===== src/rtl/block_map_expand.sv =====
// block_map_expand: double-buffered block bitmap re-expanded over the live pixel stream.
module block_map_expand #(
    parameter int P_W    = 12,
    parameter int IMG_X  = 640,
    parameter int IMG_Y  = 480,
    parameter int CS     = 8,
    parameter int CL     = 40,
    parameter int CR     = 30,
    parameter int WIN_X1 = 160,
    parameter int WIN_Y1 = 120
) (
    input  logic        sys_clk,
    input  logic        sys_rst,
    input  logic        i_blk_valid,
    input  logic        i_blk_wb,
    input  logic        i_pix_valid,
    input  logic [15:0] i_pix_data,
    output logic        o_pix_valid,
    output logic [15:0] o_pix_data,
    output logic        o_map_ok,
    output logic        o_frame_done
);
    localparam int PXW = $clog2(CS);
    localparam int BXW = $clog2(CL);
    localparam int BYW = $clog2(CR);
    localparam logic [P_W-1:0] X_LO  = P_W'(WIN_X1);
    localparam logic [P_W-1:0] X_HI  = P_W'(WIN_X1 + CL * CS - 1);
    localparam logic [P_W-1:0] Y_LO  = P_W'(WIN_Y1);
    localparam logic [P_W-1:0] Y_HI  = P_W'(WIN_Y1 + CR * CS - 1);
    localparam logic [P_W-1:0] X_END = P_W'(IMG_X - 1);
    localparam logic [P_W-1:0] Y_END = P_W'(IMG_Y - 1);

    logic map_mem [2][CR][CL];

    logic [BXW-1:0] wr_col_q, wr_col_d, bx_q, bx_d;
    logic [BYW-1:0] wr_row_q, wr_row_d, by_q, by_d;
    logic [PXW-1:0] px_q, px_d, py_q, py_d;
    logic [P_W-1:0] cnt_x_q, cnt_x_d, cnt_y_q, cnt_y_d;
    logic [15:0]    pix_data_q, pix_data_d;
    logic wr_bank_q, wr_bank_d, done_bank_q, done_bank_d, rd_bank_q, rd_bank_d;
    logic map_ok_q, map_ok_d, frame_done_q, frame_done_d, pix_valid_q, pix_valid_d;
    logic col_end, last_wr, frame_start, in_win, line_end, x_end;

    always_comb begin
        col_end      = wr_col_q == BXW'(CL - 1);
        last_wr      = i_blk_valid && col_end && wr_row_q == BYW'(CR - 1);
        wr_col_d     = !i_blk_valid ? wr_col_q : col_end ? '0 : wr_col_q + 1'b1;
        wr_row_d     = !(i_blk_valid && col_end) ? wr_row_q : last_wr ? '0 : wr_row_q + 1'b1;
        wr_bank_d    = wr_bank_q ^ last_wr;
        done_bank_d  = last_wr ? wr_bank_q : done_bank_q;
        map_ok_d     = map_ok_q | last_wr;
        frame_done_d = last_wr;
        frame_start  = i_pix_valid && cnt_x_q == '0 && cnt_y_q == '0;
        // a frame completing on the frame-start cycle is handed to the reader directly
        rd_bank_d    = !frame_start ? rd_bank_q : last_wr ? wr_bank_q : done_bank_q;
        x_end        = cnt_x_q == X_END;
        cnt_x_d      = !i_pix_valid ? cnt_x_q : x_end ? '0 : cnt_x_q + 1'b1;
        cnt_y_d      = !(i_pix_valid && x_end) ? cnt_y_q : cnt_y_q == Y_END ? '0 : cnt_y_q + 1'b1;
        in_win       = i_pix_valid && cnt_x_q >= X_LO && cnt_x_q <= X_HI &&
                       cnt_y_q >= Y_LO && cnt_y_q <= Y_HI;
        line_end     = in_win && cnt_x_q == X_HI;
        px_d = frame_start ? '0 : !in_win ? px_q : px_q == PXW'(CS - 1) ? '0 : px_q + 1'b1;
        bx_d = frame_start ? '0 : !(in_win && px_q == PXW'(CS - 1)) ? bx_q :
               bx_q == BXW'(CL - 1) ? '0 : bx_q + 1'b1;
        py_d = frame_start ? '0 : !line_end ? py_q : py_q == PXW'(CS - 1) ? '0 : py_q + 1'b1;
        by_d = frame_start ? '0 : !(line_end && py_q == PXW'(CS - 1)) ? by_q :
               by_q == BYW'(CR - 1) ? '0 : by_q + 1'b1;
        pix_valid_d  = i_pix_valid;
        pix_data_d   = !i_pix_valid ? '0 :
                       (in_win && map_ok_q) ? {16{map_mem[rd_bank_q][by_q][bx_q]}} : i_pix_data;
    end

    always_ff @(posedge sys_clk) begin
        if (!sys_rst && i_blk_valid)
            map_mem[wr_bank_q][wr_row_q][wr_col_q] <= i_blk_wb;
    end

    always_ff @(posedge sys_clk) begin
        if (sys_rst) begin
            wr_col_q     <= '0;
            wr_row_q     <= '0;
            wr_bank_q    <= 1'b0;
            done_bank_q  <= 1'b0;
            rd_bank_q    <= 1'b0;
            map_ok_q     <= 1'b0;
            frame_done_q <= 1'b0;
            cnt_x_q      <= '0;
            cnt_y_q      <= '0;
            px_q         <= '0;
            bx_q         <= '0;
            py_q         <= '0;
            by_q         <= '0;
            pix_valid_q  <= 1'b0;
            pix_data_q   <= '0;
        end else begin
            wr_col_q     <= wr_col_d;
            wr_row_q     <= wr_row_d;
            wr_bank_q    <= wr_bank_d;
            done_bank_q  <= done_bank_d;
            rd_bank_q    <= rd_bank_d;
            map_ok_q     <= map_ok_d;
            frame_done_q <= frame_done_d;
            cnt_x_q      <= cnt_x_d;
            cnt_y_q      <= cnt_y_d;
            px_q         <= px_d;
            bx_q         <= bx_d;
            py_q         <= py_d;
            by_q         <= by_d;
            pix_valid_q  <= pix_valid_d;
            pix_data_q   <= pix_data_d;
        end
    end

    assign o_pix_valid  = pix_valid_q;
    assign o_pix_data   = pix_data_q;
    assign o_map_ok     = map_ok_q;
    assign o_frame_done = frame_done_q;
endmodule


===== config.mk =====
export PLATFORM = sky130hd
export DESIGN_NAME = block_map_expand
export DESIGN_NICKNAME = d
export VERILOG_FILES = /design/src/rtl/block_map_expand.sv
export SDC_FILE = /design/constraint.sdc
export NUM_CORES = 2
export LEC_CHECK = 0
export BUFFER_PORTS_ARGS = -buffer_cell sky130_fd_sc_hd__clkbuf_2
export CORE_MARGIN = 8
export CORE_UTILIZATION = 58
export CTS_CLUSTER_SIZE = 8
export DETAILED_ROUTE_END_ITERATION = 10
export HOLD_SLACK_MARGIN = 0.05
export PLACE_DENSITY_LB_ADDON = 0.15
export SYNTH_ARGS = -nofsm -noshare
export SYNTH_HDL_FRONTEND = slang
export SYNTH_SLANG_ARGS = --single-unit
export TNS_END_PERCENT = 50

===== constraint.sdc =====
create_clock -name sys_clk -period 4.02 [get_ports sys_clk]
set_input_delay 0 -clock sys_clk [delete_from_list [all_inputs] [get_ports sys_clk]]
set_output_delay 0 -clock sys_clk [all_outputs]
set_load 0.05 [all_outputs]

## Word-level counts from Yosys, hierarchy flattened

Memories as Yosys holds them, arrays and structs flattened. A register that Yosys moved wholly into a read port is not among the register bits.
Index checks and enable logic that the tools add are counted.

- Register bits: 74
- Bits in latches: 0
- Bits in writable memories: 2400
- ROM bits: 0
- Input port bits: 21
- Output and inout bits: 19
- Logic and storage cells: 95
- Memories: 1

- Add/subtract/negate cells: 8
- Multipliers: 0
- Div/mod/pow operators: 0
- $lt $le $gt $ge: 10
- Equal/unequal tests: 9
- Shifts and indexed selects: 0
- Mux-type cells: 24
- Bitwise operators: 7
- Reduce and logical (&&, ||, !) cells: 21

Memory list:

| name | depth | bits a word | rd ports | clocked after memory_dff | write ports | line | source |
|---|---|---|---|---|---|---|---|
| map_mem | 2 | 1200 | 1 | 1 | 1 | 33 | `logic map_mem [2][CR][CL];` |

Operator list:

| kind | count |
|---|---|
| $mux W1200 | 1 |
| $bmux W40 S5 | 1 |
| $demux W40 S5 | 1 |
| $mux W40 | 3 |
| $add A12 B1 Y12 const B | 2 |
| $eq A12 B9 Y1 const B | 2 |
| $le A12 B9 Y1 const B | 2 |
| $logic_not A12 Y1 | 2 |
| $mux W12 | 2 |
| $logic_and A1 B1 Y1 | 16 |
| $mux W16 | 1 |
| $ge A7 B7 Y1 const B | 2 |
| $not A6 Y7 | 2 |
| $add A6 B1 Y6 const B | 2 |
| $eq A12 B10 Y1 const B | 1 |
| $eq A6 B6 Y1 const B | 2 |
| $ge A12 B7 Y1 const B | 1 |
| $ge A12 B8 Y1 const B | 1 |
| $ge A6 B6 Y1 const B | 2 |
| $mux W6 | 2 |
| $not A5 Y6 | 2 |
| $add A5 B1 Y5 const B | 2 |
| $eq A5 B5 Y1 const B | 2 |
| $mux W5 | 2 |
| 13 further kinds | 23 |

## Logic depth before layout (Yosys ltp)

- Depth in word-level cells: 8
- Gate-level depth with buffers: 16
- Depth with buffers taken out: 10

## Worst setup path before layout

No wires, ideal clock.

- Path kind: register to register
- Start point: reg by_q[0]
- End point: reg pix_data_q[10] (netlist: o_pix_data[10])
- Setup time: 0.115 ns
- Arrival time: 3.125 ns
- Required time: 3.905 ns
- Setup slack: 0.780 ns
- Cell stages (with the launch flop): 14
- Path buffers: 5
- Clock period less this slack: 3.240 ns
- Path through: dfxtp_1 -> buf_4 -> buf_2 -> buf_2 -> clkbuf_1 -> mux4_2 -> mux4_2 -> a22oi_1 -> o211ai_1 -> a22oi_1 -> o211ai_1 -> a32oi_2 -> buf_6 -> nand2_2

- Word-level cells in the longest chain between the ends: 8

RTL lines:

| element | line | source |
|---|---|---|
| start: declaration | 36 | `logic [BYW-1:0] wr_row_q, wr_row_d, by_q, by_d;` |
| start signal: assignment | 108 | `by_q <= by_d;` |
| $not A5 Y6 (not written as such) | 70 | `(in_win && map_ok_q) ? {16{map_mem[rd_bank_q][by_q][bx_q]}} : i_pix_data;` |
| $bmux W40 S5 | 70 |  |
| $mux W40 (not written as such) (2 in series) | 70 |  |
| $bmux W1 S6 | 70 |  |
| $mux W1 (not written as such) (2 in series) | 70 |  |
| $mux W16 | 70 |  |
| end signal: assignment | 110 | `pix_data_q <= pix_data_d;` |
| end: declaration | 39 | `logic [15:0] pix_data_q, pix_data_d;` |

Every way passes these cells. The select of a mux whose other input is x is not followed.
A chain may end at the register's enable or synchronous reset.

==> results.ini <==
[routing]
drtPass1Iterations=8
drt_iter0_drc=9297
vias=67200
ant_nets=0
drc=0
drt-total-wl_mm=316
routed_via_density=6.62
post_drt_wl_per_cell_um=31.2

[synthesis]
yosys-top-cells-area=edfxtp_1 67%, mux4_2 12%, nor2_1 8.8%
ys.flop_type=edfxtp_1
synth_area_leader_cell=edfxtp_1
ys_types=80
synth_edf_count=2400
synth_cells=7437
yosys_warnings=0
ys_seq_area_share_pct=68.9
synth_fp_nets=7474
synth-async-reset-ratio_pct=0
ys_seq_elements=2475
synth.top_cell.area_share_pct=67.5
synth_area_um2=107000
syn_area_per_cell_um2=14.4

[clock_network]
clk_pin_slew_ns=0.05
clk_path_buf_depth=4
cts_max_level=5
clock-sinks=2475
tritoncts=done
clkLatencyLatePin_ns=0.94
cts-root-buf=clkbuf_16
cts_made_buffers=359

[worst_hold_path]
hold_path_class=in2reg
hold_depth=4

[place]
port-buffer-count=39
dp_hpwl_mm=177
place_area_um2=111000
pre_cts_ws_ns=-0.556
finalWeightedCongestion=0.904

[pwr]
p_per_area_nw_per_um2=466
leakage_nw=36.9
p_int_mw=45.5
clkPwrFrac_pct=46.6
power.switching_mw=11.3
power_frac_comb_pct=3.4
sw_frac_of_total_pct=19.9
ir_drop_uv=388
power.share.sequential_pct=50.0

[critical_path]
crit_type=reg2reg
rr_worst_depth=15
cp-end-kind=flop
max_stage_delay_ns=0.54
critical-path-slowest-cell=mux4_2
crit_fanout=14
start_kind=flop
worstPathArrival_ns=4.79
crit_top_cell=buf_12
required_ns=4.84
crit_chain=buf_12 -> buf_12 -> buf_4 -> mux4_2 -> a211oi_1 -> a311oi_1 -> a21oi_1 -> o21ai_0 -> a311oi_2 -> buf_4 -> a2111oi_2 -> a32oi_4 -> buf_12 -> clkbuf_16 -> nand2_2

[timing]
layout_setup_ws_ns=0.0565
fin_tns_setup_ns=0
relSlewSlack_pct=9.13
rsz0062_at_grt=false
hold_viol=0
report.final.slew_viol_count=0
fin_crit_sh_pct=98.6
setup-violations-final=0
fmax_ghz=0.252
fin_crit_ns=3.96
finClkSkew_ns=0.0443
tightest_slew_ns=1.36

[global_routing]
antenna_found_initial=6
grt_pass1_wl_mm=453
overflow=0
grt_max_degree=190
grt_pass1_vias=66300
grt_use_total_pct=31.4

[outcome]
status=completed

[finish]
final_common_cell=nor2_1
mostFrequentLayoutCells=2506 x nor2_1, 2400 x edfxtp_1, 556 x mux4_2, 373 x clkbuf_16, 360 x buf_4
drive_above_1_share_pct=20.8
final_nets=7638
syn_to_final_growth_pct=14.1
final_area_um2=122000

[die]
die_area_um2=198000
core_area_um2=183000
pin_count=40
rows=157
die_height_um=445
initial_core_util_pct=58.3
chipWidth_um=445

[run]
maxCapViolations=0

==> sequential cells by signal (all words and copies together) (netlist names), 3 cells and up, named ones only <==
name and flops:
cnt_x_q 12, o_pix_data 16, py_q 3, px_q 3, map_mem 2400, bx_q 6
by_q 5, wr_row_q 5, wr_col_q 6, cnt_y_q 12
==> logic make-up after synthesis <==
group | count (synthesis) | synth area share (%)
and+or+nand+nor | 2979 | 10.9
buffers and inverters | 764 | 3.28
DFF | 2475 | 68.9
AOI/OAI and AO/OA | 391 | 2.57
xor gates and xnor gates | 31 | 0.254
adders and majority gates | 16 | 0.187
muxes | 781 | 13.9
==> worst max-delay path: cells and delay by family, from the launching register on <==
kind,cells,cell delay [ns]
compound gates,7,1.66
buf+inv,6,1.21
flops,1,0.38
mux,1,0.54
simple gates,1,0.05
==> cells in the mapped netlist (all sizes together) (17+ instances only) <==
cell type  instances
mux4             561
inv               18
mux2              19
a211oi            27
nand4             23
mux2i            201
a221oi            17
o221ai            39
nor2            2508
nor3              27
nor2b             17
nand3             39
a21oi             85
clkbuf           578
xor2              21
dfxtp             75
a22oi             22
o21ai             50
o22ai             37
edfxtp          2400
nand2            292
buf              167
==> repair_timing <==
| item | 4_1_cts | 5_1_grt |
|---|---|---|
| pin swaps | 2 | 4 |
| hold endpoints to repair | 821 | 0 |
| hold buffers | 54 | 0 |
| setup buffers | 3 | 10 |
| resized for setup | 17 | 21 |
| setup endpoints to repair | 16 | 16 |
| cloned | 2 | 4 |
==> worst paths after layout <==
| kind | end | startpoint | slack (ns) |
|---|---|---|---|
| setup / recovery | o_pix_data[11] | flop | 0.06 |
| hold / removal | wr_col_q[0] | i_blk_valid | 0.1 |
| hold reg to reg | py_q[1] | py_q[1] | 0.46 |
| setup reg to reg | o_pix_data[11] | flop | 0.06 |
==> metrics by stage <==
step	util [%]	cells	hold WS (ns)	power, mW
after detailed placement	60.8	9631	0.201	30.7
after global routing	66.5	10100	0.111	58.1
after CTS	66.4	10100	0.0510	56.9
final	66.5	10100	0.0996	56.7
after floorplan	-	7437	0.0989	30.0
after global placement	60.8	9631	0.204	30.6
==> final cells by class <==
class | instances | area, µm²
inverters | 19 | 81.3
diodes | 4 | 10.0
fillers | 12800 | 61200
multi-input cells | 4198 | 30100
flip-flops and latches | 2475 | 73600
repair buffers | 548 | 5410
clock buffers | 433 | 9470
clock inverters | 4 | 67.6
well taps | 2464 | 3080
==> metal layers <==
layer | GRT usage, % | part of all wire (%)
met2 | 49.2 | 47
met1 | 43.1 | 36
met4 | 14.0 | 5.1
met5 | 0 | 0.0066
met3 | 6.50 | 12
==> power groups by stage <==
| stage | clock network [mW] | registers [mW] | logic, mW |
|---|---|---|---|
| after floorplan | 0 | 28.9 | 1.15 |
| after global routing | 27.7 | 28.3 | 2.07 |
| after CTS | 26.6 | 28.4 | 1.91 |
| after global placement | 0 | 28.8 | 1.79 |
| after detailed placement | 0 | 28.8 | 1.82 |
| final | 26.5 | 28.4 | 1.94 |
Note: power is estimated with default switching activity, not from simulation.
